### config.mk
export PLATFORM = sky130hd
export DESIGN_NAME = median_3x3_filter
export DESIGN_NICKNAME = d
export VERILOG_FILES = /design/src/rtl/median_3x3_filter.sv
export SDC_FILE = /design/constraint.sdc
export NUM_CORES = 1
export LEC_CHECK = 0
export CAP_MARGIN = 10
export CORE_AREA = 2 2 125 127
export CTS_CLUSTER_SIZE = 40
export DETAILED_ROUTE_END_ITERATION = 8
export DIE_AREA = 0 0 127 129
export PLACE_DENSITY = 0.82
export SLEW_MARGIN = 20
export SYNTH_ARGS = -nofsm -noshare
export SYNTH_HDL_FRONTEND = slang
export SYNTH_SLANG_ARGS = --single-unit
### constraint.sdc
create_clock -name clk -period 7.5 [get_ports clk]
set_input_delay 1.125 -clock clk [delete_from_list [all_inputs] [get_ports clk]]
set_output_delay 1.125 -clock clk [all_outputs]
set_load 0.02 [all_outputs]
### src/rtl/median_3x3_filter.sv
// Three-stage pipelined 3x3 median: per-row sort, then max-of-lows / median-of-mids /
// min-of-highs, then median of those three. One window per clock, fixed 3-cycle latency.
module median_3x3_filter #(
  parameter int PIXEL_WIDTH = 8
) (
  input  logic                   clk,
  input  logic                   rst,
  input  logic [PIXEL_WIDTH-1:0] i_p0,
  input  logic [PIXEL_WIDTH-1:0] i_p1,
  input  logic [PIXEL_WIDTH-1:0] i_p2,
  input  logic [PIXEL_WIDTH-1:0] i_p3,
  input  logic [PIXEL_WIDTH-1:0] i_p4,
  input  logic [PIXEL_WIDTH-1:0] i_p5,
  input  logic [PIXEL_WIDTH-1:0] i_p6,
  input  logic [PIXEL_WIDTH-1:0] i_p7,
  input  logic [PIXEL_WIDTH-1:0] i_p8,
  output logic [PIXEL_WIDTH-1:0] o_median
);

  localparam int W = PIXEL_WIDTH;
  typedef logic [W-1:0] pix_t;

  function automatic pix_t min2(input pix_t a, input pix_t b);
    return (a < b) ? a : b;
  endfunction

  function automatic pix_t max2(input pix_t a, input pix_t b);
    return (a < b) ? b : a;
  endfunction

  // Three compare-exchanges; result packed as {hi, mid, lo}.
  function automatic logic [3*W-1:0] sort3(input pix_t a, input pix_t b, input pix_t c);
    pix_t x0, x1, y1, y2;
    x0 = min2(a, b);
    x1 = max2(a, b);
    y1 = min2(x1, c);
    y2 = max2(x1, c);
    return {y2, max2(x0, y1), min2(x0, y1)};
  endfunction

  function automatic pix_t med3(input pix_t a, input pix_t b, input pix_t c);
    return max2(min2(a, b), min2(max2(a, b), c));
  endfunction

  pix_t lo_d  [3];
  pix_t mid_d [3];
  pix_t hi_d  [3];
  pix_t lo_q  [3];
  pix_t mid_q [3];
  pix_t hi_q  [3];
  pix_t a_d, b_d, c_d;
  pix_t a_q, b_q, c_q;
  pix_t med_d, med_q;

  always_comb begin
    {hi_d[0], mid_d[0], lo_d[0]} = sort3(i_p0, i_p1, i_p2);
    {hi_d[1], mid_d[1], lo_d[1]} = sort3(i_p3, i_p4, i_p5);
    {hi_d[2], mid_d[2], lo_d[2]} = sort3(i_p6, i_p7, i_p8);
  end

  always_comb begin
    a_d   = max2(max2(lo_q[0], lo_q[1]), lo_q[2]);
    b_d   = med3(mid_q[0], mid_q[1], mid_q[2]);
    c_d   = min2(min2(hi_q[0], hi_q[1]), hi_q[2]);
    med_d = med3(a_q, b_q, c_q);
  end

  always_ff @(posedge clk) begin
    if (rst) begin
      for (int i = 0; i < 3; i++) begin
        lo_q[i]  <= '0;
        mid_q[i] <= '0;
        hi_q[i]  <= '0;
      end
      a_q   <= '0;
      b_q   <= '0;
      c_q   <= '0;
      med_q <= '0;
    end else begin
      for (int i = 0; i < 3; i++) begin
        lo_q[i]  <= lo_d[i];
        mid_q[i] <= mid_d[i];
        hi_q[i]  <= hi_d[i];
      end
      a_q   <= a_d;
      b_q   <= b_d;
      c_q   <= c_d;
      med_q <= med_d;
    end
  end

  assign o_median = med_q;

endmodule

==> results of run 1 <==
-- routing by layer --
| metal | vias up | track usage, % |
|---|---|---|
| met1 | 3465 | 32.9 |
| met4 | 0 | 7.95 |
| met2 | 163 | 46.8 |
| li1 | 3833 | - |
| met3 | 33 | 5.20 |
| met5 | - | 0 |
-- cells in the final DEF, fill, tap and decap left out, types with 6 or more instances in the layout --
cell type and instances:
a211o_1 10, a211oi_1 25, a21o_1 17, a21oi_1 46, a21oi_2 13, and2_1 6, buf_4 16, clkbuf_16 9
clkdlybuf4s50_1 80, dfxtp_1 104, ha_1 133, inv_1 118, mux2_2 54, mux2i_1 56, nand2_1 83, nand2b_1 8
nand3_1 24, nand3b_1 7, nand4_1 11, nor2_1 83, nor3_1 8, o21a_1 15, o21ai_0 51, o21ai_1 19
o31ai_1 23, or2_1 9
-- worst min-delay path: cells and delay by family (launching register included) --
kind,cells,cell delay [ns]
flops,1,0.31
buf+inv,1,0.08
compound gates,1,0.07
-- worst max path at each step --
stage                    to  slack (ns)
6_report       mid_q[0][20]        0.73
5_1_grt        mid_q[0][20]        0.18
4_1_cts        mid_q[0][20]        0.79
3_5_place_dp   mid_q[0][20]        0.45
3_3_place_gp    lo_q[0][22]        0.58
2_1_floorplan  mid_q[0][10]        1.61
-- kinds of logic after synthesis --
kind of cell               synth area share, %
adders and majority gates                 19.0
DFF                                       23.8
buffers and inverters                     7.36
muxes                                     15.0
and+or+nand+nor                           13.0
AOI/OAI and AO/OA                         21.8
-- flip-flops by register name, indices dropped and copies added, names as in the netlist --
name      cells
a_q           8
o_median      8
mid_q        24
lo_q         24
b_q           8
hi_q         24
c_q           8
-- power groups by stage --
stage               combinational, mW  clock [mW]  sequential, mW
detailed placement               2.69           0           0.816
finish                           2.76       0.449           0.805
floorplan                        2.22           0           0.778
global placement                 2.61           0           0.809
global route                     3.08       0.483           0.820
CTS                              2.73       0.457           0.804
-- area by class of cell --
type	instances	area (um2)	area share (%)
multi-input combinational	772	6030	60.3
sequential	104	2080	20.8
timing repair buffer	97	926	9.26
inverter	118	443	4.43
tap	188	235	2.35
clock buffer	9	225	2.25
clock inverter	7	55.1	0.550
-- cells in the mapped netlist, types with 9 or more instances --
| cell | n |
|---|---|
| a211o_1 | 10 |
| a211oi_1 | 25 |
| a21o_1 | 17 |
| a21oi_1 | 46 |
| a21oi_2 | 13 |
| clkbuf_1 | 31 |
| dfxtp_1 | 104 |
| ha_1 | 133 |
| inv_1 | 118 |
| mux2_2 | 54 |
| mux2i_1 | 56 |
| nand2_1 | 83 |
| nand3_1 | 24 |
| nand4_1 | 11 |
| nor2_1 | 83 |
| o21a_1 | 15 |
| o21ai_0 | 51 |
| o21ai_1 | 19 |
| o31ai_1 | 23 |
| or2_1 | 9 |
-- per-stage QoR --
step           total power [mW]  cell area [um2]  setup slack [ns]
3_3_place_gp               3.42             9710             0.580
4_1_cts                    3.99             9990             0.793
5_1_grt                    4.38            10000             0.180
3_5_place_dp               3.50             9710             0.453
6_report                   4.01            10000             0.731
2_1_floorplan              3.00             8750              1.61
==> reports/metrics.yaml, run 1 <==
syn_inst: 1037
dieArea_mm2: 0.0164
viasPerCell: 5.79
synth.distinct_cells: 60
dp_hpwl_um: 17200
pwr-share-comb_pct: 68.8
fin_util_pct: 66.8
ir_worst_vdd_mv: 0.267
rsz0062_at_grt: "false"
fp.dieH_um: 129
worst_path_max_delay_cell: "o31ai_4"
path_max_fanout: 23
p_leak_nw: 4.54
final_cells: 1295
worstHoldStart: "lo_q[0][23]"
io_pins: 82
overflow: 0
clock_latency_ns: 0.36
status: "finished clean"
hold_depth: 2
rows: 45
antenna_found_initial: 0
remaining_drc_errors: 0
synth_edf_count: 0
area_growth_pct: 14.3
slew_headroom_pct: 31.0
hold_buffers: 0
synth_largest_area_cell: "dfxtp_1"
synth.net_count: 1244
wire_per_inst_um: 16.4
clkSinkCount: 104
crit_path_cell_trace: "clkdlybuf4s50_1 > inv_1 > ha_1 > nand4_1 > o31ai_4 > o21ai_0 > ha_1 > a21oi_1 > o21ai_0 > nor2_1 > a21oi_2 > buf_4 > mux2_2 > inv_1 > ha_1 > a211o_1 > a211o_1 > nor4_2 > a211o_1 > buf_4 > mux2i_1 > nor2_1"
netlist.area_leader.share_pct: 23.8
synthArstFlopShare_pct: 0
final_nets: 1309
critPathCaptureType: "register"
crit_type: "input port to register"
syn_area_mm2: 0.00875
p_seq_share_pct: 20.1
core_mm2: 0.0150
min_to: "a_q[7]"
finalMaxSlewViolations: 0
final.min_clock_period_ns: 6.77
grtUsageTotal_pct: 26.5
crit_path_start_kind: "input port"
wirelength_um: 21200
synth_seq_cells: 104
r2r_slack_ns: 1.41
internal_power_mw: 2.10
fin_hold_ws_ns: 0.517
dpl.cell_count: 1279
maxCapViolations: 0
ctsResizeCount: 0
clock_tree.root_cell: "clkbuf_16"
htree_levels: 3
required_ns: 7.70
wl_met2_um: 10100
r2r-end: "b_q[0]"
cp_slowest_stage_delay_ns: 0.83
via_count: 7494
path_clk_slew_ns: 0.07
crit_cells: 22
first_pass_iters: 7
cts_buffer_depth: 2
hold_class: "register to register"
yosys_warnings: 0
clock_power_share_pct: 11.2
cp_data_arrival_time_ns: 6.97
diodes: 0
final.period_utilization_pct: 90.3
detail-route-antenna-nets: 0
synth_flop_cell: "dfxtp_1"
fin_worst_skew_ns: 0.00738
drive_gt1_share_pct: 10.9
grt_start_max_net_pins: 83
critPathBufInv: 5
wl_met1_um: 9500
cp-startpoint: "i_p7[5]"
numPortBuffers: 81
numCtsBuffers: 9
p_switching_mw: 1.92
seq_area_frac_synth_pct: 23.8
synthTopCellsByArea: "dfxtp_1 (24%), ha_1 (19%), mux2_2 (6.9%)"
routed.top_layer: "met4"
timing.reg2reg.worst_path_depth: 22
drtIter0Drc: 429
worst_pin_slew_ns: 1.03
fill_cells: 1208
rr_startpoint: "mid_q[0][9]"
setup-violations-final: 0
cts_tree: "yes"
grt_pass1_wl_um: 34700
finalHoldViolations: 0
critPathTopFamily: "compound AO/OA/AOI/OAI gates"
grt_pass1_vias: 7220
wl_met3_um: 1070
fmax_ghz: 0.148
power_density_mw_per_mm2: 401
fp.dieW_um: 127
syn_area_per_cell_um2: 8.44
initial_utilization_pct: 58.4
cts_setup_buffers: 0
place_congestion: 0.982
switching_share_pct: 47.8
fin_setup_tns_ns: 0
No activity file was read; power rests on OpenSTA's default activity.
==> inputs of run 2 (changes only) <==
--- a/config.mk
+++ b/config.mk
@@ -10,7 +10,7 @@
 export CTS_CLUSTER_SIZE = 40
 export DETAILED_ROUTE_END_ITERATION = 8
 export DIE_AREA = 0 0 127 129
-export PLACE_DENSITY = 0.82
+export PLACE_DENSITY = 0.78
 export SLEW_MARGIN = 20
 export SYNTH_ARGS = -nofsm -noshare
 export SYNTH_HDL_FRONTEND = slang
==> reports/metrics.yaml, run 2 (synthesized netlist as in run 1, its figures left out) <==
hold_buffers: 0  # unchanged
grtUsageTotal_pct: 26.0  # -0.50 points
layout_common_cells: "ha_1 (133), inv_1 (118), dfxtp_1 (104)"
grt_pass1_vias: 7059  # -2.2%
numCtsBuffers: 9  # unchanged
wirelength_um: 20600  # -3.0%
dpl.cell_count: 1281  # +0.16%
fp.dieW_um: 127  # unchanged
overflow: 0  # unchanged
internal_power_mw: 2.13  # +1.8%
crit_path_cell_trace: "clkdlybuf4s50_1 > inv_1 > ha_1 > nand4_1 > o31ai_4 > o21ai_0 > ha_1 > nand2_1 > o21ai_0 > nor2_1 > a21oi_2 > buf_4 > mux2_2 > inv_1 > ha_1 > a211o_1 > a211o_1 > nor4_2 > a211o_1 > buf_4 > mux2i_1 > nor2_1"
final.period_utilization_pct: 90.3  # about the same
hold_class: "register to register"
grt_pass1_wl_um: 34000  # -2.1%
fin_hold_ws_ns: 0.522  # +0.00583 ns
final.min_clock_period_ns: 6.77  # +0.00502 ns
crit_type: "input port to register"
clock_tree.root_cell: "clkbuf_16"
power_density_mw_per_mm2: 398  # -0.90%
maxCapViolations: 0  # unchanged
fp.dieH_um: 129  # unchanged
slew_headroom_pct: 32.5  # +1.5 points
dp_slack_ns: 0.427  # -0.0257 ns
fill_cells: 1217  # +0.75%
status: "finished clean"
final_nets: 1311  # +0.15%
fin_total_pwr_mw: 3.99  # -0.60%
place_congestion: 0.927  # -5.6%
clock_latency_ns: 0.35  # about the same
worst_path_max_delay_cell: "o31ai_4"
rsz0062_at_grt: "false"
setup-violations-final: 0  # unchanged
p_seq_share_pct: 20.1  # about the same
final_cells: 1297  # +0.15%
layout_commonest_cell: "ha_1"
fmax_ghz: 0.148  # about the same
required_ns: 7.71  # about the same
remaining_drc_errors: 0  # unchanged
antenna_found_initial: 0  # unchanged
switching_share_pct: 46.5  # -1.3 points
pwr-share-comb_pct: 68.2  # -0.6 points
via_count: 7491  # -0.040%
crit_path_start_kind: "input port"
path_max_fanout: 23  # unchanged
ir_worst_vdd_mv: 0.215  # -20%
fin_setup_tns_ns: 0  # unchanged
initial_utilization_pct: 58.4  # unchanged
worst_pin_slew_ns: 1.01  # -0.0220 ns
viasPerCell: 5.78  # -0.19%
ctsResizeCount: 0  # unchanged
fin_worst_skew_ns: 0.00622  # -0.00117 ns
placed_area_mm2: 0.00973  # +0.15%
diodes: 0  # unchanged
p_leak_nw: 4.56  # +0.64%
largestRegisters: "hi_q x24, lo_q x24, mid_q x24"
numPortBuffers: 81  # unchanged
drive_gt1_share_pct: 11.2  # +0.25 points
p_switching_mw: 1.86  # -3.3%
clkSinkCount: 104  # unchanged
first_pass_iters: 5  # -2
cts_tree: "yes"
core_mm2: 0.0150  # unchanged
area_growth_pct: 14.6
fin_util_pct: 67.0  # +0.20 points
wire_per_inst_um: 15.9  # -3.2%
io_pins: 82  # unchanged
fin_area_mm2: 0.0100  # +0.30%
cp_slowest_stage_delay_ns: 0.85  # +0.02 ns
htree_levels: 3  # unchanged
dp_hpwl_um: 17000  # -1.2%
drtIter0Drc: 418  # -2.6%
finalMaxSlewViolations: 0  # unchanged
cts_buffer_depth: 2  # unchanged
grt_start_max_net_pins: 83  # unchanged
dieArea_mm2: 0.0164  # unchanged
critPathCaptureType: "register"
path_clk_slew_ns: 0.07  # about the same
clock_power_share_pct: 11.7  # +0.5 points
rows: 45  # unchanged
cts_setup_buffers: 0  # unchanged
detail-route-antenna-nets: 0  # unchanged
cp_data_arrival_time_ns: 6.98  # about the same
setup_ws_ns: 0.726  # -0.00502 ns
finalHoldViolations: 0  # unchanged
## run 2: cell count changes in the layout (fill, tap and decap cells not counted), moves of 2 or more
cell        previous run  this run
a31oi_2                0         2
inv_6                  2         0
buf_4                 16        18
clkinvlp_4             2         0
clkinv_2               1         4
## run 2: power groups by stage
stage	clock [mW]	sequential (mW)	combinational, mW
3_5_place_dp	0	0.814	2.69
4_1_cts	0.474	0.803	2.70
6_report	0.466	0.803	2.72
5_1_grt	0.493	0.818	3.05
2_1_floorplan	0	0.778	2.22
3_3_place_gp	0	0.810	2.62
## run 2: cell type report
class	count	area, um2	area share (%)
Clock buffer	10	239	2.38
Clock inverter	6	58.8	0.586
Inverter	118	443	4.42
Multi-Input combinational cell	772	6030	60.1
Sequential cell	104	2080	20.8
Tap cell	188	235	2.35
Timing Repair Buffer	99	941	9.38
## run 2: routing by layer
metal	GRT usage [%]	share of wire, %	vias to the layer above
met5	0	0	-
met4	8.53	2.3	0
met3	3.28	4.1	31
met2	43.2	46	139
met1	35.3	47	3492
li1	-	-	3829
## run 2: path summary, 6_finish.rpt
| check | from | to | slack (ns) | cells past startpoint |
|---|---|---|---|---|
| worst max-delay path | i_p7[5] | lo_q[0][19] | 0.73 | 22 |
| worst min-delay path | lo_q[0][20] | a_q[4] | 0.52 | 2 |
| worst max register to register | mid_q[0][9] | b_q[0] | 1.49 | 22 |
| worst min register to register | lo_q[0][20] | a_q[4] | 0.52 | 2 |
## run 2: critical path: cells and delay by family
kind,cells,cell delay (ns)
AOI/OAI and AO/OA,7,2.43
adders and majority gates,3,0.91
buffers and inverters,5,1.15
muxes,2,0.68
and+or+nand+nor,5,0.67
==> inputs of run 3 (changes only) <==
--- a/config.mk
+++ b/config.mk
@@ -7,10 +7,12 @@
 export LEC_CHECK = 0
 export CAP_MARGIN = 10
 export CORE_AREA = 2 2 125 127
+export CTS_CLUSTER_DIAMETER = 120
 export CTS_CLUSTER_SIZE = 40
 export DETAILED_ROUTE_END_ITERATION = 8
 export DIE_AREA = 0 0 127 129
 export PLACE_DENSITY = 0.78
+export RECOVER_POWER = 50
 export SLEW_MARGIN = 20
 export SYNTH_ARGS = -nofsm -noshare
 export SYNTH_HDL_FRONTEND = slang
==> reports/metrics.yaml, run 3 (synthesized netlist as in run 1, its figures left out) <==
status: "finished with violations"
violations: "capacitance limit"
worst_path_max_delay_cell: "o31ai_4"
finalMaxSlewViolations: 0  # unchanged
rows: 45  # unchanged
layout_commonest_cell: "ha_1"
grt_pass1_wl_um: 34000  # unchanged
r2r_slack_ns: 0.95  # -0.54 ns
crit_cells: 22  # unchanged
drtIter0Drc: 434  # +3.8%
grt_start_max_net_pins: 83  # unchanged
fin_total_pwr_mw: 3.89  # -2.4%
layout_common_cells: "ha_1 (133), inv_1 (118), dfxtp_1 (104)"
largestRegisters: "hi_q x24, lo_q x24, mid_q x24"
crit_path_cell_trace: "clkdlybuf4s50_1 > inv_1 > ha_1 > nand4_1 > o31ai_4 > o21ai_0 > ha_1 > nand2_1 > o21ai_0 > nor2_1 > a21oi_1 > buf_4 > mux2_2 > inv_1 > ha_1 > a211o_1 > a211o_1 > nor4_2 > a211o_1 > buf_4 > mux2i_1 > nor2_1"
htree_levels: 3  # unchanged
power_density_mw_per_mm2: 391  # -1.7%
fill_cells: 1237  # +1.6%
p_leak_nw: 4.58  # +0.28%
numPortBuffers: 81  # unchanged
path_max_fanout: 23  # unchanged
place_congestion: 0.927  # unchanged
hold_class: "register to register"
r2r-end: "o_median[2]"
diodes: 0  # unchanged
numCtsBuffers: 9  # unchanged
core_mm2: 0.0150  # unchanged
p_switching_mw: 1.80  # -3.0%
remaining_drc_errors: 0  # unchanged
io_pins: 82  # unchanged
worst_pin_slew_ns: 1.46  # +0.451 ns
crit_type: "input port to register"
crit_path_start_kind: "input port"
dp_hpwl_um: 17000  # unchanged
wire_per_inst_um: 15.9  # about the same
internal_power_mw: 2.09  # -1.9%
overflow: 0  # unchanged
timing.reg2reg.worst_path_depth: 16  # -27%
fp.dieW_um: 127  # unchanged
crit_end: "lo_q[0][19]"
rsz0062_at_grt: "false"
cts_setup_buffers: 0  # unchanged
final.period_utilization_pct: 91.4  # +1.1 points
detail-route-antenna-nets: 0  # unchanged
critPathCaptureType: "register"
clock_latency_ns: 0.35  # about the same
seq_area_mm2: 0.00208  # unchanged
via_count: 7520  # +0.39%
critPathBufInv: 5  # unchanged
drive_gt1_share_pct: 10.1  # -1.1 points
placed_area_mm2: 0.00973  # unchanged
slew_headroom_pct: 2.04  # -30 points
viasPerCell: 5.80  # +0.39%
critPathTopFamily: "compound AO/OA/AOI/OAI gates"
fin_setup_tns_ns: 0  # unchanged
grt_pass1_vias: 7059  # unchanged
cts_tree: "yes"
rr_startpoint: "b_q[7]"
final_nets: 1311  # unchanged
fmax_ghz: 0.146  # -1.2%
wirelength_um: 20600  # about the same
ctsResizeCount: 0  # unchanged
clkSinkCount: 104  # unchanged
p_seq_share_pct: 20.6  # +0.5 points
fp.dieH_um: 129  # unchanged
path_clk_slew_ns: 0.07  # about the same
cp_data_arrival_time_ns: 7.06  # +0.08 ns
cp-startpoint: "i_p7[5]"
hold_buffers: 0  # unchanged
first_pass_iters: 5  # unchanged
cp_slowest_stage_delay_ns: 0.85  # about the same
finalHoldViolations: 0  # unchanged
setup_ws_ns: 0.644  # -0.0823 ns
pwr-share-comb_pct: 67.4  # -0.8 points
initial_utilization_pct: 58.4  # unchanged
fin_worst_skew_ns: 0.00392  # -0.00230 ns
setup-violations-final: 0  # unchanged
final.min_clock_period_ns: 6.86  # +0.0823 ns
clock_tree.root_cell: "clkbuf_16"
required_ns: 7.71  # about the same
fin_area_mm2: 0.00996  # -0.69%
maxCapViolations: 2  # +2
grtUsageTotal_pct: 26.0  # unchanged
multiInputGateArea_mm2: 0.00597  # -1.1%
dieArea_mm2: 0.0164  # unchanged
ir_worst_vdd_mv: 0.212  # -1.2%
switching_share_pct: 46.2  # -0.28 points
area_growth_pct: 13.8
antenna_found_initial: 0  # unchanged
dp_slack_ns: 0.427  # unchanged
cts_buffer_depth: 2  # unchanged
clock_power_share_pct: 12.0  # +0.3 points
## run 3: metal layers
metal	track usage, %	routed length (um)	up-vias
li1	-	-	3826
met1	35.3	9760	3519
met2	43.2	9580	143
met3	3.28	786	32
met4	8.53	490	0
met5	0	0	-
## run 3: per-stage QoR
step | cells | hold WS (ns) | utilization (%)
floorplan | 1037 | 0.448 | -
global placement | 1281 | 0.520 | 64.9
detailed placement | 1281 | 0.515 | 64.9
CTS | 1297 | 0.527 | 66.9
global route | 1297 | 0.535 | 66.5
finish | 1297 | 0.528 | 66.5
## run 3: layout make-up
class	instances	share of cell area (%)
Clock buffer	10	2.40
Clock inverter	6	0.590
Inverter	118	4.45
Multi-Input combinational cell	772	59.9
Sequential cell	104	20.9
Tap cell	188	2.36
Timing Repair Buffer	99	9.41
## run 3: worst min-delay path, stage by stage (launching register included)
cell and delay (ns):
dfxtp_1 0.31, inv_1 0.09, o31ai_1 0.08
## run 3: worst min-delay path by stage
stage | startpoint | endpoint | depth (start not counted)
2_1_floorplan | lo_q[0][16] | a_q[0] | 2
3_3_place_gp | lo_q[0][23] | a_q[7] | 2
3_5_place_dp | lo_q[0][23] | a_q[7] | 2
4_1_cts | lo_q[0][23] | a_q[7] | 2
5_1_grt | lo_q[0][23] | a_q[7] | 2
6_report | lo_q[0][20] | a_q[4] | 2
## run 3: power groups by stage
stage	Sequential [mW]	Clock, mW	Combinational [mW]
global route	0.817	0.493	2.96
finish	0.802	0.466	2.63
floorplan	0.778	0	2.22
global placement	0.810	0	2.62
CTS	0.803	0.474	2.70
detailed placement	0.814	0	2.69
